===== src/rtl/draw_pkg.sv =====
// Shared definitions for the frame draw scheduler and the draw engines it sequences.
package draw_pkg;
   localparam int X_W      = 8;
   localparam int Y_W      = 7;
   localparam int COLOUR_W = 3;

   typedef enum logic [1:0] {
      S_IDLE,
      S_DRAW,
      S_TICK,
      S_WAIT
   } sched_state_t;

   // Bits needed to hold 0..max_val.
   function automatic int cnt_width(input int max_val);
      return (max_val < 2) ? 1 : $clog2(max_val + 1);
   endfunction
endpackage


===== src/rtl/frame_draw_scheduler_if.sv =====
// Engine handshake plus the shared plot port towards vga_adapter.
interface frame_draw_scheduler_if
   import draw_pkg::*;
#(
   parameter int NUM_ENGINES = 3
) ();
   logic [NUM_ENGINES-1:0]          eng_enable;
   logic [NUM_ENGINES-1:0]          eng_done;
   logic [X_W*NUM_ENGINES-1:0]      eng_x;
   logic [Y_W*NUM_ENGINES-1:0]      eng_y;
   logic [COLOUR_W*NUM_ENGINES-1:0] eng_colour;
   logic [NUM_ENGINES-1:0]          eng_plot;
   logic [X_W-1:0]                  x;
   logic [Y_W-1:0]                  y;
   logic [COLOUR_W-1:0]             colour;
   logic                            plot;

   modport master (
      output eng_enable, x, y, colour, plot,
      input  eng_done, eng_x, eng_y, eng_colour, eng_plot
   );

   modport slave (
      input  eng_enable, x, y, colour, plot,
      output eng_done, eng_x, eng_y, eng_colour, eng_plot
   );
endinterface


===== src/rtl/frame_draw_scheduler_sat_counter.sv =====
// Up-counter that stops at MAX; used for the frame timer and the engine watchdog.
module sat_counter
   import draw_pkg::*;
#(
   parameter  int MAX = 1,
   localparam int W   = cnt_width(MAX)
) (
   input  logic         clock,
   input  logic         resetn,
   input  logic         clear,
   input  logic         en,
   output logic [W-1:0] q,
   output logic         at_max
);
   assign at_max = (q == W'(MAX));

   always_ff @(posedge clock or negedge resetn) begin
      if (!resetn) begin
         q <= '0;
      end else if (clear) begin
         q <= '0;
      end else if (en && !at_max) begin
         q <= q + W'(1);
      end
   end
endmodule


===== src/rtl/frame_draw_scheduler.sv =====
// Per-frame sequencer of the draw engines sharing the vga_adapter plot port.
//
//   state  | meaning
//   IDLE   | not running; waits for run
//   DRAW   | engine idx enabled (or skipped for one cycle if masked)
//   TICK   | one-cycle game-state tick, frame_count++
//   WAIT   | holds until the frame timer reaches FRAME_CYCLES-1
module frame_draw_scheduler
   import draw_pkg::*;
#(
   parameter int NUM_ENGINES     = 3,
   parameter int FRAME_CYCLES    = 833333,
   parameter int WATCHDOG_CYCLES = 65536
) (
   input  logic                   clock,
   input  logic                   resetn,
   input  logic                   run,
   input  logic [NUM_ENGINES-1:0] eng_mask,
   input  logic                   err_clear,
   frame_draw_scheduler_if.master bus,
   output logic                   tick,
   output logic                   busy,
   output logic [15:0]            frame_count,
   output logic [NUM_ENGINES-1:0] wd_err,
   output logic                   overrun
);
   localparam int IDX_W = (NUM_ENGINES > 1) ? $clog2(NUM_ENGINES) : 1;
   localparam logic [IDX_W-1:0] LAST_IDX = IDX_W'(NUM_ENGINES - 1);

   sched_state_t           state, state_nxt;
   logic [IDX_W-1:0]       idx, idx_nxt;
   logic [NUM_ENGINES-1:0] enable_nxt, wd_set;
   logic                   active, advance, ovr_set, fc_inc;
   logic                   ft_clear, ft_max, wd_clear, wd_max;
   logic [cnt_width(FRAME_CYCLES-1)-1:0]    ft_q;
   logic [cnt_width(WATCHDOG_CYCLES-1)-1:0] wd_q;
   logic                   unused_q;

   // Only the terminal-count flags drive decisions.
   assign unused_q = ^{ft_q, wd_q};

   sat_counter #(.MAX(FRAME_CYCLES - 1)) u_frame_timer (
      .clock(clock), .resetn(resetn), .clear(ft_clear),
      .en(state != S_IDLE), .q(ft_q), .at_max(ft_max)
   );

   sat_counter #(.MAX(WATCHDOG_CYCLES - 1)) u_watchdog (
      .clock(clock), .resetn(resetn), .clear(wd_clear),
      .en(state == S_DRAW), .q(wd_q), .at_max(wd_max)
   );

   assign active   = bus.eng_enable[idx];
   assign wd_clear = (state != S_DRAW) || advance;
   assign tick     = (state == S_TICK);
   assign busy     = (state != S_IDLE);

   always_comb begin
      state_nxt  = state;
      idx_nxt    = idx;
      advance    = 1'b0;
      ft_clear   = 1'b0;
      fc_inc     = 1'b0;
      wd_set     = '0;
      enable_nxt = '0;
      case (state)
         S_IDLE: begin
            if (run) begin
               state_nxt = S_DRAW;
               idx_nxt   = '0;
               ft_clear  = 1'b1;
            end
         end
         S_DRAW: begin
            // A masked slot has no enable and moves on after one cycle.
            advance = !active || bus.eng_done[idx] || wd_max;
            if (active && !bus.eng_done[idx] && wd_max) begin
               wd_set[idx] = 1'b1;
            end
            if (advance) begin
               if (idx == LAST_IDX) begin
                  state_nxt = S_TICK;
               end else begin
                  idx_nxt = idx + 1'b1;
               end
            end
         end
         S_TICK: begin
            state_nxt = S_WAIT;
            fc_inc    = 1'b1;
         end
         S_WAIT: begin
            if (ft_max) begin
               state_nxt = run ? S_DRAW : S_IDLE;
               idx_nxt   = '0;
               ft_clear  = 1'b1;
            end
         end
         default: state_nxt = S_IDLE;
      endcase
      if (state_nxt == S_DRAW && eng_mask[idx_nxt]) begin
         enable_nxt[idx_nxt] = 1'b1;
      end
   end

   assign ovr_set = ft_max && (state == S_DRAW || state == S_TICK);

   always_ff @(posedge clock or negedge resetn) begin
      if (!resetn) begin
         state          <= S_IDLE;
         idx            <= '0;
         bus.eng_enable <= '0;
         frame_count    <= '0;
         wd_err         <= '0;
         overrun        <= 1'b0;
      end else begin
         state          <= state_nxt;
         idx            <= idx_nxt;
         bus.eng_enable <= enable_nxt;
         if (fc_inc) begin
            frame_count <= frame_count + 16'd1;
         end
         // A new error in the same cycle as err_clear keeps the flag set.
         wd_err  <= (wd_err & ~{NUM_ENGINES{err_clear}}) | wd_set;
         overrun <= (overrun & ~err_clear) | ovr_set;
      end
   end

   always_comb begin
      bus.x      = '0;
      bus.y      = '0;
      bus.colour = '0;
      bus.plot   = 1'b0;
      if (active) begin
         bus.x      = bus.eng_x[idx*X_W +: X_W];
         bus.y      = bus.eng_y[idx*Y_W +: Y_W];
         bus.colour = bus.eng_colour[idx*COLOUR_W +: COLOUR_W];
         bus.plot   = bus.eng_plot[idx];
      end
   end
endmodule


===== src/flat_wrapper.sv =====
// flat-port wrapper written by rule: the top's interface ports become plain ports
module frame_draw_scheduler_flat import draw_pkg::*;
#(
   parameter int NUM_ENGINES     = 3,
   parameter int FRAME_CYCLES    = 833333,
   parameter int WATCHDOG_CYCLES = 65536
)
  (clock, resetn, run, eng_mask, err_clear, tick, busy, frame_count, wd_err, overrun, bus_eng_enable, bus_x, bus_y, bus_colour, bus_plot, bus_eng_done, bus_eng_x, bus_eng_y, bus_eng_colour, bus_eng_plot);
  frame_draw_scheduler_if #(.NUM_ENGINES(NUM_ENGINES)) bus_i ();
  input  logic clock;
  input  logic resetn;
  input  logic run;
  input  logic [NUM_ENGINES-1:0] eng_mask;
  input  logic err_clear;
  output logic tick;
  output logic busy;
  output logic [15:0] frame_count;
  output logic [NUM_ENGINES-1:0] wd_err;
  output logic overrun;
  output wire logic [$bits(bus_i.eng_enable)-1:0] bus_eng_enable;
  output wire logic [$bits(bus_i.x)-1:0] bus_x;
  output wire logic [$bits(bus_i.y)-1:0] bus_y;
  output wire logic [$bits(bus_i.colour)-1:0] bus_colour;
  output wire logic [$bits(bus_i.plot)-1:0] bus_plot;
  input wire logic [$bits(bus_i.eng_done)-1:0] bus_eng_done;
  input wire logic [$bits(bus_i.eng_x)-1:0] bus_eng_x;
  input wire logic [$bits(bus_i.eng_y)-1:0] bus_eng_y;
  input wire logic [$bits(bus_i.eng_colour)-1:0] bus_eng_colour;
  input wire logic [$bits(bus_i.eng_plot)-1:0] bus_eng_plot;
  assign bus_eng_enable = bus_i.eng_enable;
  assign bus_x = bus_i.x;
  assign bus_y = bus_i.y;
  assign bus_colour = bus_i.colour;
  assign bus_plot = bus_i.plot;
  assign bus_i.eng_done = bus_eng_done;
  assign bus_i.eng_x = bus_eng_x;
  assign bus_i.eng_y = bus_eng_y;
  assign bus_i.eng_colour = bus_eng_colour;
  assign bus_i.eng_plot = bus_eng_plot;
  frame_draw_scheduler #(.NUM_ENGINES(NUM_ENGINES), .FRAME_CYCLES(FRAME_CYCLES), .WATCHDOG_CYCLES(WATCHDOG_CYCLES)) u_core (.clock(clock), .resetn(resetn), .run(run), .eng_mask(eng_mask), .err_clear(err_clear), .bus(bus_i), .tick(tick), .busy(busy), .frame_count(frame_count), .wd_err(wd_err), .overrun(overrun));
endmodule

===== config.mk =====
export PLATFORM = sky130hd
export DESIGN_NAME = frame_draw_scheduler_flat
export DESIGN_NICKNAME = d
export VERILOG_FILES = /design/src/rtl/draw_pkg.sv /design/src/rtl/frame_draw_scheduler_if.sv /design/src/rtl/frame_draw_scheduler_sat_counter.sv /design/src/rtl/frame_draw_scheduler.sv /design/src/flat_wrapper.sv
export SDC_FILE = /design/constraint.sdc
export NUM_CORES = 1
export LEC_CHECK = 0
export BUFFER_PORTS_ARGS = -buffer_cell sky130_fd_sc_hd__buf_2
export CAP_MARGIN = 5
export CORE_UTILIZATION = 45
export CTS_CLUSTER_DIAMETER = 150
export DETAILED_ROUTE_END_ITERATION = 7
export PLACE_DENSITY_LB_ADDON = 0.3
export SLEW_MARGIN = 20
export SYNTH_ARGS = -nofsm -noshare
export SYNTH_HDL_FRONTEND = slang
export SYNTH_SLANG_ARGS = --single-unit

===== constraint.sdc =====
create_clock -name clock -period 5.9 [get_ports clock]
set_input_delay 0.885 -clock clock [delete_from_list [all_inputs] [get_ports clock]]
set_output_delay 0.885 -clock clock [all_outputs]
set_load 0.01 [all_outputs]

After elaboration in Yosys (flattened, before gate mapping)
Index checks and enable logic that the tools add are counted.

cells by class
  multiplexer cells = 39
  magnitude comparators = 4
  shift operators = 3
  bitwise gates (word level) = 6
  reduce and logical (&&, ||, !) cells = 20
  multipliers = 2
  equality and inequality tests = 8
  add/subtract/negate cells = 4

operators with widths
  cell                     number
  $mux W20                 2
  $add A16 B1 Y16 const B  2
  $mux W16                 2
  $shiftx A24 B6 Y8        1
  $shiftx A21 B6 Y7        1
  $add A20 B1 Y20 const B  1
  $eq A20 B20 Y1 const B   1
  $eq A16 B16 Y1 const B   1
  $mux W2                  8
  $mux W1                  12
  $mux W3                  4
  $shiftx A9 B5 Y3         1
  $bmux W1 S2              4
  $logic_and A1 B1 Y1      8
  $mux W8                  1
  $pmux W2 S4              1
  $mux W7                  1
  $eq A2 B2 Y1 const B     3
  $lt A2 B3 Y1 const B     2
  $pmux W2 S3              1
  $reduce_bool A2 Y1       3
  $mul A2 B3 Y5 const B    1
  $demux W1 S2             2
  $eq A2 B1 Y1 const B     2
  other kinds (14)         21

storage, ports and cells
  flip-flop bits (word level) = 63
  input port bits = 67
  logic and storage cells = 94
  output and inout bits = 44

Longest topological paths before layout
Gate-level depths: netlist (run 1).

  word-level depth = 12
  mapped depth = 9
  mapped depth without buffers = 8

Hierarchy
Synthesis (run 1) repeated with hierarchy kept, for this count alone.

unflattened totals
  cell total of the unflattened synthesis = 443
  area, all modules = 4,047.6 sq um

by module, submodules not included
  module                               area an instance (sq um)  seq. area each (sq um)  instances  cells each
  frame_draw_scheduler                 1,916.8                   675.6                   1          217
  sat_counter at u_core.u_frame_timer  1,171.1                   500.5                   1          124
  sat_counter at u_core.u_watchdog     959.7                     400.4                   1          102

Least setup slack after synthesis (run 1)
No wires, ideal clock.

  kind = register to output
  from = register u_core.idx[1]
  to = output bus_colour[0]
  buffers on the path = 3
  cell stages (with the launch flop) = 7
  arrival = 1.675 ns
  required time = 5.015 ns
  slack = 3.340 ns
  cells stage by stage = dfrtp_1 buf_2 mux2_4 a22oi_4 clkbuf_1 buf_2 nor2_1

on the way
  word-level cells in the longest chain between the ends = 3
  elaborated cells on any way between the ends = 5
  those cells by class = mul (1); shift (1); mux (3)

ends and longest elaborated chain
  element                                       line                                                     RTL
  from (decl)                                   frame_draw_scheduler.sv:31                               logic [IDX_W-1:0] idx, idx_nxt;
  from (signal assigned)                        frame_draw_scheduler.sv:117                              idx <= idx_nxt;
  $mul A2 B2 Y4 or $bmux W1 S2 (tied branches)  frame_draw_scheduler.sv:136, frame_draw_scheduler.sv:52
  $shiftx A9 B5 Y3 or $mux W1 (tied branches)   frame_draw_scheduler.sv:136, frame_draw_scheduler.sv:52
  $mux W3 (*)                                   frame_draw_scheduler.sv:133                              if (active) begin
  to (decl)                                     flat_wrapper.sv:23                                       output wire logic [$bits(bus_i.colour)-1:0] bus_colour;

Mark *: on every way between the ends. The rest lies on a longest branch, timed or not. The select of a mux whose other input is x is not followed.

Final worst setup path (run 1)
  from = register u_core.idx[0]
  to = output bus_x[3]

on the way
  word-level cells in the longest chain between the ends = 3
  elaborated cells on any way between the ends = 4
  those cells by class = shift (1); mux (3)

ends and longest elaborated chain
  element                                                                    line                         RTL
  parallel branches: the longest is 2 deep, another holds $shiftx A24 B6 Y8  --
  $mux W8 (*)                                                                frame_draw_scheduler.sv:133
  to (decl)                                                                  flat_wrapper.sv:21           output wire logic [$bits(bus_i.x)-1:0] bus_x;

Every way passes the cells marked *. The select of a mux whose other input is x is not followed.

==> reports/results.tsv, run 1 <==
stage	metric	value	unit
run_status	outcome	complete, no violations	
global_route	antenna_found_initial	0	
setup_path	end_kind	output pin	
power	pwr-share-seq	0.371	
worst_hold_path	hp-class	flip-flop to flip-flop	
synthesis	netlist_area	3786	um^2
synthesis	synth.net_count	486	
synthesis	yosys-top-cells-area	dfrtp_1, nor2_1, xor2_1	
cts	cts_hold_buf	0	
synthesis	synth_edf_count	0	
routing	via_per_inst	5.139	
synthesis	synth_top_area_frac	0.4164	
timing	finalSetupTns	0	ns
timing	tightestPinTransition	0.7986	ns
setup_path	worstPathCellList	and2b_1 -> a22oi_4 -> nor2_1 -> buf_2	
die	rows	33	
die	fp.dieH	93.73	um
routing	first_pass_iters	4	
die	ioPinCount	111	
timing	finalHoldViolCount	0	
synthesis	syn_area_per_cell	9.280	um^2
synthesis	ys_warn_count	0	
die	die_x	93.73	um
setup_path	cp.required	5.02	ns
finish	stdcell_area	4609	um^2
cts	cts.repair.resized	0	
timing	fin_crit_sh	0.5835	
cts	clockRootBuffer	clkbuf_8	
synthesis	synth_seq_cells	63	
power	pwr-share-comb	0.394	
power	max-vdd-ir-drop	197.4	uV
setup_path	cp_slowest_cell	dfrtp_1	
setup_path	worstSetupPathDepth	4	
global_route	grt_first_pass_wirelength	13660	um
placed_design	io_buffer_count	110	
setup_path	cpPeakStageDelay	0.86	ns
finish	syn_to_final_growth	21.74	%
cts	clock_latency	0.34	ns
die	dieArea	8784	um^2
cts	cts_setup_buffers	0	
cts	cts.sinks	63	
finish	nNetsFinal	594	
global_route	grt_pass1_vias	3021	
power	p_leak	2.295	nW
global_route	grt_max_degree	64	
setup_path	critPathBufInv	1	
die	start_util	0.4631	
timing	grt_setup_unrepaired	no	
synthesis	yosysMostFrequentCell	nor2_1	
routing	antenna_left	0	
cts	clock_path_buffers	2	
synthesis	syn_inst	408	
setup_path	reg2reg_depth	6	
routing	vias	3207	
finish	regArea	1577	um^2
placed_design	gp_congestion	0.8468	
worst_hold_path	hold_depth	1	
power	powerDensity	333.3	nW/um^2
synthesis	seq_area_frac_synth	0.4164	
power	power.switching	0.5936	mW
flow_run	cap_violations	0	
die	core	8175	um^2
setup_path	cp-start-kind	flip-flop	
timing	fmax	290.5	MHz
global_route	grtUsageTotal	0.1960	
finish	finalNonFillerCells	624	
finish	multi_input_area	2076	um^2
synthesis	synth_flop_cell	dfrtp_1	
cts	cts_tree	done	
setup_path	critical_path_class	flip-flop to output pin	
finish	utilization	0.5638	
finish	antennaDiodeCount	0	
routing	wl_per_cell	13.40	um
power	swShare	0.3863	
global_route	globalRouteOverflowTotal	0	
timing	min_period	3.442	ns
power	internal_power	0.9428	mW
cts	clk_pin_slew_worst_paths	0.07	ns
placed_design	place_area	4424	um^2
cts	numCtsBuffers	9	
timing	setup_viol	0	
synthesis	ys_top_cells_by_count	nor2_1, dfrtp_1, xor2_1	
setup_path	crit_fanout	27	
setup_path	crit_family	simple AND/OR/NAND/NOR gates	
synthesis	synth_cell_types	51	
cts	h-tree-depth	3	
finish	nFillCells	747	
synthesis	synthArstFlopShare	1.000	
timing	hold_slack	0.4738	ns
synthesis	yosysTopAreaCell	dfrtp_1	
routing	wirelength	8364	um
finish	layout-drive-gt1-share	0.2736	
timing	finClkSkew	0.007092	ns
timing	slew_violations	0	
routing	drc	0	
timing	max-slew-margin-rel	0.4676	
routing	drt_iter0_markers	120	
power	power_frac_clock	0.235	
placed_design	dp.cells	610	
placed_design	dp_hpwl	6136	um
setup_path	arrival	2.56	ns
## per-stage QoR
| step | setup WS, ns | total power, mW |
|---|---|---|
| after floorplan | 3.340 | 1.013 |
| final | 2.458 | 1.536 |
| after global placement | 2.950 | 1.166 |
| after CTS | 2.453 | 1.554 |
| after global routing | 2.235 | 1.655 |
| after detailed placement | 2.836 | 1.177 |
## worst reg2reg max path, cell delays in order, from the launching register on
cell,delay [ns]
dfrtp_1,0.86
and2b_1,0.67
a22oi_4,0.34
a211oi_1,0.40
and4bb_1,0.26
a21oi_2,0.19
and4bb_1,0.22
## sequential cells by signal (all words and copies together) (netlist names)
name,cells
u_core.wd_err,3
u_core.state,2
u_core.u_watchdog.q,16
u_core.bus.eng_enable,3
u_core.idx,2
u_core.u_frame_timer.q,20
u_core.overrun,1
u_core.frame_count,16
## area by class of cell
| type | instances | area share |
|---|---|---|
| Tap cell | 105 | 0.02850 |
| Timing Repair Buffer | 113 | 0.1243 |
| Multi-Input combinational cell | 311 | 0.4503 |
| Clock buffer | 10 | 0.02986 |
| Clock inverter | 4 | 0.01031 |
| Inverter | 18 | 0.01466 |
| Sequential cell | 63 | 0.3420 |
## metal layers
layer,GRT usage,vias up,share of wire
li1,-,1608,-
met1,0.2557,1519,0.46
met2,0.3279,70,0.49
met3,0.04935,10,0.044
met4,0.04231,0,0.0086
met5,0,-,0
## power groups by stage
stage | Combinational [mW] | Clock, mW | Sequential [mW]
detailed placement | 0.599 | 0 | 0.578
finish | 0.605 | 0.361 | 0.570
global placement | 0.590 | 0 | 0.576
floorplan | 0.467 | 0 | 0.546
CTS | 0.609 | 0.375 | 0.570
global route | 0.677 | 0.395 | 0.583
## final timing paths
| kind | slack, ns | startpoint | end |
|---|---|---|---|
| min in group asynchronous | 0.71 | resetn | u_core.frame_count[15] |
| setup reg to reg | 2.90 | u_core.idx[0] | u_core.bus.eng_enable[0] |
| hold / removal | 0.47 | u_core.frame_count[15] | u_core.frame_count[15] |
| setup / recovery | 2.46 | u_core.idx[0] | bus_x[3] |
| max in group asynchronous | 4.68 | resetn | u_core.u_frame_timer.q[3] |
| hold reg to reg | 0.47 | u_core.frame_count[15] | u_core.frame_count[15] |
## cell usage in the layout, fill, tap and decap left out, drive strengths merged, types with 6 or more instances in the layout
cell and count:
nand3 21, xor2 27, nor2 89, nand4 10
and2 6, inv 18, clkbuf 10, nand2 22
dfrtp 63, ha 11, xnor2 20, a21oi 23
mux2i 20, buf 113, and3 7
## cell families (layout without fill, tap and decap cells)
group / count (synthesis) / after routing / synth area share
DFF: 63 / 63 / 0.4164
muxes: 22 / 22 / 0.05981
adders and majority gates: 11 / 11 / 0.03635
and+or+nand+nor: 184 / 184 / 0.2465
AOI/OAI and AO/OA: 47 / 47 / 0.09683
xor gates and xnor gates: 47 / 47 / 0.1087
buffers and inverters: 34 / 145 / 0.03536
Power figures use the tool's default switching activity.
==> inputs of run 2 (changes only) <==
- ABC_AREA: not set -> 1
- clock period: 5.9 -> 3.36 ns (I/O delays scaled with it)
==> run 2 against run 1 <==
  * Non-clock buffer count up 1
  * Cell count grew 25%
  * Wire length grew 21%
  * Synthesized area is 7.7% higher
  * Clock-buffer cell count stayed put
  * Sequential power is 84% higher
  * First-iteration DRC count rose by 68%
  * Synthesized cell count rose by 37%
  * Final area rose by 6.9%
  * Setup slack worse by 1.8 ns
  * Clock power is 80% higher
  * Largest cell class unchanged
  * Largest power group unchanged
  * Highest routed layer unchanged
==> reports/results.tsv, run 2 <==
stage	metric	value	unit	change
synthesis	netlist_area	4078	um^2	was 3786 um^2
finish	nNetsFinal	746		was 594
cts	clk_pin_slew_worst_paths	0.07	ns	about the same
routing	vias	3958		was 3207
global_route	grt_pass1_vias	3790		was 3021
setup_path	reg2reg_from	u_core.idx[0]		unchanged
power	pwr-share-seq	0.321		was 0.371
synthesis	seq_area_frac_synth	0.3866		was 0.4164
power	max-vdd-ir-drop	460.3	uV	was 197.4 uV
synthesis	yosys-top-cells-area	dfrtp_1, nand2_1, inv_1		was dfrtp_1, nor2_1, xor2_1
routing	first_pass_iters	5		was 4
setup_path	cp.required	2.86	ns	was 5.02 ns
timing	hold_slack	0.1000	ns	was 0.4738 ns
cts	cts.repair.resized	0		unchanged
finish	antennaDiodeCount	0		unchanged
placed_design	io_buffer_count	110		unchanged
power	swShare	0.4633		was 0.3863
cts	h-tree-depth	3		unchanged
setup_path	cpPeakStageDelay	0.78	ns	was 0.86 ns
finish	layout_common_cells	nand2_1, buf_2, inv_1		was buf_2, nor2_1, dfrtp_1
routing	drt_iter0_markers	201		was 120
synthesis	yosysTopAreaCell	dfrtp_1		unchanged
finish	largest_register_ffs	20		unchanged
placed_design	gp_congestion	0.9256		was 0.8468
timing	min_period	2.667	ns	
setup_path	worst_path_most_repeated_cell	nand2_1		
setup_path	crit_fanout	24		was 27
global_route	grtUsageTotal	0.2233		was 0.1960
cts	cts_setup_buffers	0		unchanged
power	p_leak	2.609	nW	was 2.295 nW
power	powerDensity	661.4	nW/um^2	was 333.3 nW/um^2
finish	syn_to_final_growth	20.83	%	was 21.74%
placed_design	place_area	4738	um^2	was 4424 um^2
setup_path	critPathCapture	bus_y[4]		was bus_x[3]
setup_path	reg2reg_depth	15		was 6
setup_path	crit_path_start	u_core.idx[0]		unchanged
timing	finalSetupTns	0	ns	unchanged
synthesis	synth_seq_cells	63		unchanged
synthesis	synth_top_area_frac	0.3866		was 0.4164
setup_path	r2r_end	u_core.bus.eng_enable[0]		unchanged
power	pwr-share-comb	0.480		was 0.394
global_route	grt_max_degree	33		was 64
finish	final_common_cell	nand2_1		was buf_2
placed_design	dp_hpwl	7609	um	was 6136 um
synthesis	synth.net_count	636		was 486
global_route	globalRouteOverflowTotal	0		unchanged
synthesis	synthArstFlopShare	1.000		unchanged
worst_hold_path	hp-class	input pin to async pin		was flip-flop to flip-flop
die	rows	34		was 33
finish	regArea	1577	um^2	unchanged
setup_path	worstPathCellList	inv_2 -> buf_4 -> nand2_1 -> nand3_1 -> nand2_1 -> buf_4 -> nand2_1 -> inv_1 -> buf_2		was and2b_1 -> a22oi_4 -> nor2_1 -> buf_2
power	internal_power	1.749	mW	was 0.9428 mW
timing	grt_setup_unrepaired	no		unchanged
die	core	8763	um^2	was 8175 um^2
timing	max-slew-margin-rel	0.5521		was 0.4676
cts	clockRootBuffer	clkbuf_8		unchanged
synthesis	ys_warn_count	0		unchanged
synthesis	syn_area_per_cell	7.308	um^2	was 9.280 um^2
timing	setup_viol	0		unchanged
finish	regMostFlops	u_core.u_frame_timer.q		unchanged
die	dieArea	9446	um^2	was 8784 um^2
routing	drt-met1-wl	4456	um	was 3806 um
synthesis	synth_cell_types	40		was 51
timing	tightestPinTransition	0.6718	ns	was 0.7986 ns
die	ioPinCount	111		unchanged
global_route	grt_first_pass_wirelength	17330	um	was 13660 um
routing	wl_per_cell	12.95	um	was 13.40 um
finish	layout-drive-gt1-share	0.2452		was 0.2736
cts	clock_latency	0.35	ns	was 0.34 ns
cts	cts.sinks	63		unchanged
timing	finalHoldViolCount	0		unchanged
routing	wl_met3	596	um	was 365 um
synthesis	syn_inst	558		was 408
finish	top_regs	u_core.u_frame_timer.q (20), u_core.frame_count (16), u_core.u_watchdog.q (16)		unchanged
die	start_util	0.4653		was 0.4631
synthesis	ys_top_cells_by_count	nand2_1, inv_1, nor2_1		was nor2_1, dfrtp_1, xor2_1
routing	via_per_inst	5.068		was 5.139
cts	numCtsBuffers	9		unchanged
routing	drc	0		unchanged
power	power_frac_clock	0.199		was 0.235
synthesis	synth_flop_cell	dfrtp_1		unchanged
setup_path	cp_slowest_cell	dfrtp_1		unchanged
synthesis	yosysMostFrequentCell	nand2_1		was nor2_1
setup_path	arrival	2.16	ns	was 2.56 ns
synthesis	synth_edf_count	0		unchanged
routing	route.met2.wl	4936	um	was 4120 um
cts	cts_tree	done		unchanged
finish	stdcell_area	4927	um^2	was 4609 um^2
timing	slew_violations	0		unchanged
setup_path	cp-start-kind	flip-flop		unchanged
finish	multi_input_area	2132	um^2	was 2076 um^2
global_route	antenna_found_initial	0		unchanged
cts	cts_hold_buf	0		unchanged
routing	wirelength	10120	um	was 8364 um
finish	nFillCells	812		was 747
die	die_x	97.19	um	was 93.73 um
routing	antenna_left	0		unchanged
timing	fin_crit_sh	0.7937		
finish	utilization	0.5623		was 0.5638
power	power.switching	1.510	mW	was 0.5936 mW
setup_path	critical_path_class	flip-flop to output pin		unchanged
power	power	3.259	mW	was 1.536 mW
run_status	outcome	complete, no violations		unchanged
timing	finClkSkew	0.01154	ns	was 0.007092 ns
flow_run	cap_violations	0		unchanged
setup_path	r2r_setup_slack	0.82	ns	was 2.90 ns
cts	clock_path_buffers	2		unchanged
die	fp.dieH	97.19	um	was 93.73 um
setup_path	end_kind	output pin		unchanged
timing	fmax	375.0	MHz	
routing	top_layer	met4		unchanged
[run 2: cell count changes after synthesis, moves of 6 or more]
| cell | previous run | this run |
|---|---|---|
| o21ai_0 | 3 | 47 |
| inv_1 | 18 | 71 |
| nand2_2 | 0 | 7 |
| xor2_1 | 27 | 14 |
| mux2i_1 | 20 | 0 |
| nand3_1 | 21 | 28 |
| inv_2 | 0 | 7 |
| nand2_1 | 22 | 120 |
| xnor2_1 | 20 | 13 |
| and2_1 | 6 | 0 |
| nor2_1 | 89 | 70 |
| o31ai_1 | 1 | 8 |
| nor3_1 | 3 | 12 |
[run 2: cell type report]
| cell class | instances | area share |
|---|---|---|
| repair buffers | 114 | 0.1204 |
| flip-flops and latches | 63 | 0.3200 |
| well taps | 108 | 0.02743 |
| multi-input cells | 400 | 0.4327 |
| clock inverters | 6 | 0.01244 |
| inverters | 80 | 0.06120 |
| clock buffers | 10 | 0.02590 |
[run 2: critical path: cells and delay by family (launching register included)]
kind                   cells  cell delay, ns
flip-flops                 1            0.78
buffers and inverters      5            0.74
AND/OR/NAND/NOR            4            0.32
[run 2: cells by family after synthesis]
kind of cell | share of synthesized area
buf+inv | 0.09052
simple gates | 0.3139
fa+ha+maj | 0.03375
compound gates | 0.1172
flops | 0.3866
xor+xnor | 0.05799
[run 2: how the worst min path moves through the flow]
stage                                      end  slack, ns  depth (start not counted)
global route        u_core.u_frame_timer.q[13]       0.12                          1
detailed placement      u_core.u_watchdog.q[0]       0.46                          1
finish              u_core.u_frame_timer.q[13]       0.10                          1
CTS                 u_core.u_frame_timer.q[13]       0.10                          1
global placement        u_core.u_watchdog.q[0]       0.45                          1
floorplan             u_core.bus.eng_enable[0]       0.21                          0
[run 2: metrics by stage]
step           std cells  worst slack [ns]
3_5_place_dp         765            0.9162
5_1_grt              781            0.5378
6_report             781            0.6930
4_1_cts              781            0.6954
2_1_floorplan        558             1.396
3_3_place_gp         764             1.006
[run 2: metal layers]
layer / vias to the layer above / GRT usage
li1: 2011 / -
met1: 1825 / 0.2821
met2: 107 / 0.3852
met4: 0 / 0.06544
met3: 15 / 0.04532
met5: - / 0
[run 2: power by group through the flow]
stage	registers, mW	logic [mW]	clock network [mW]
4_1_cts	1.04	1.57	0.668
6_report	1.05	1.56	0.650
3_5_place_dp	1.05	1.55	0
5_1_grt	1.06	1.77	0.699
2_1_floorplan	1.01	1.15	0
3_3_place_gp	1.05	1.51	0
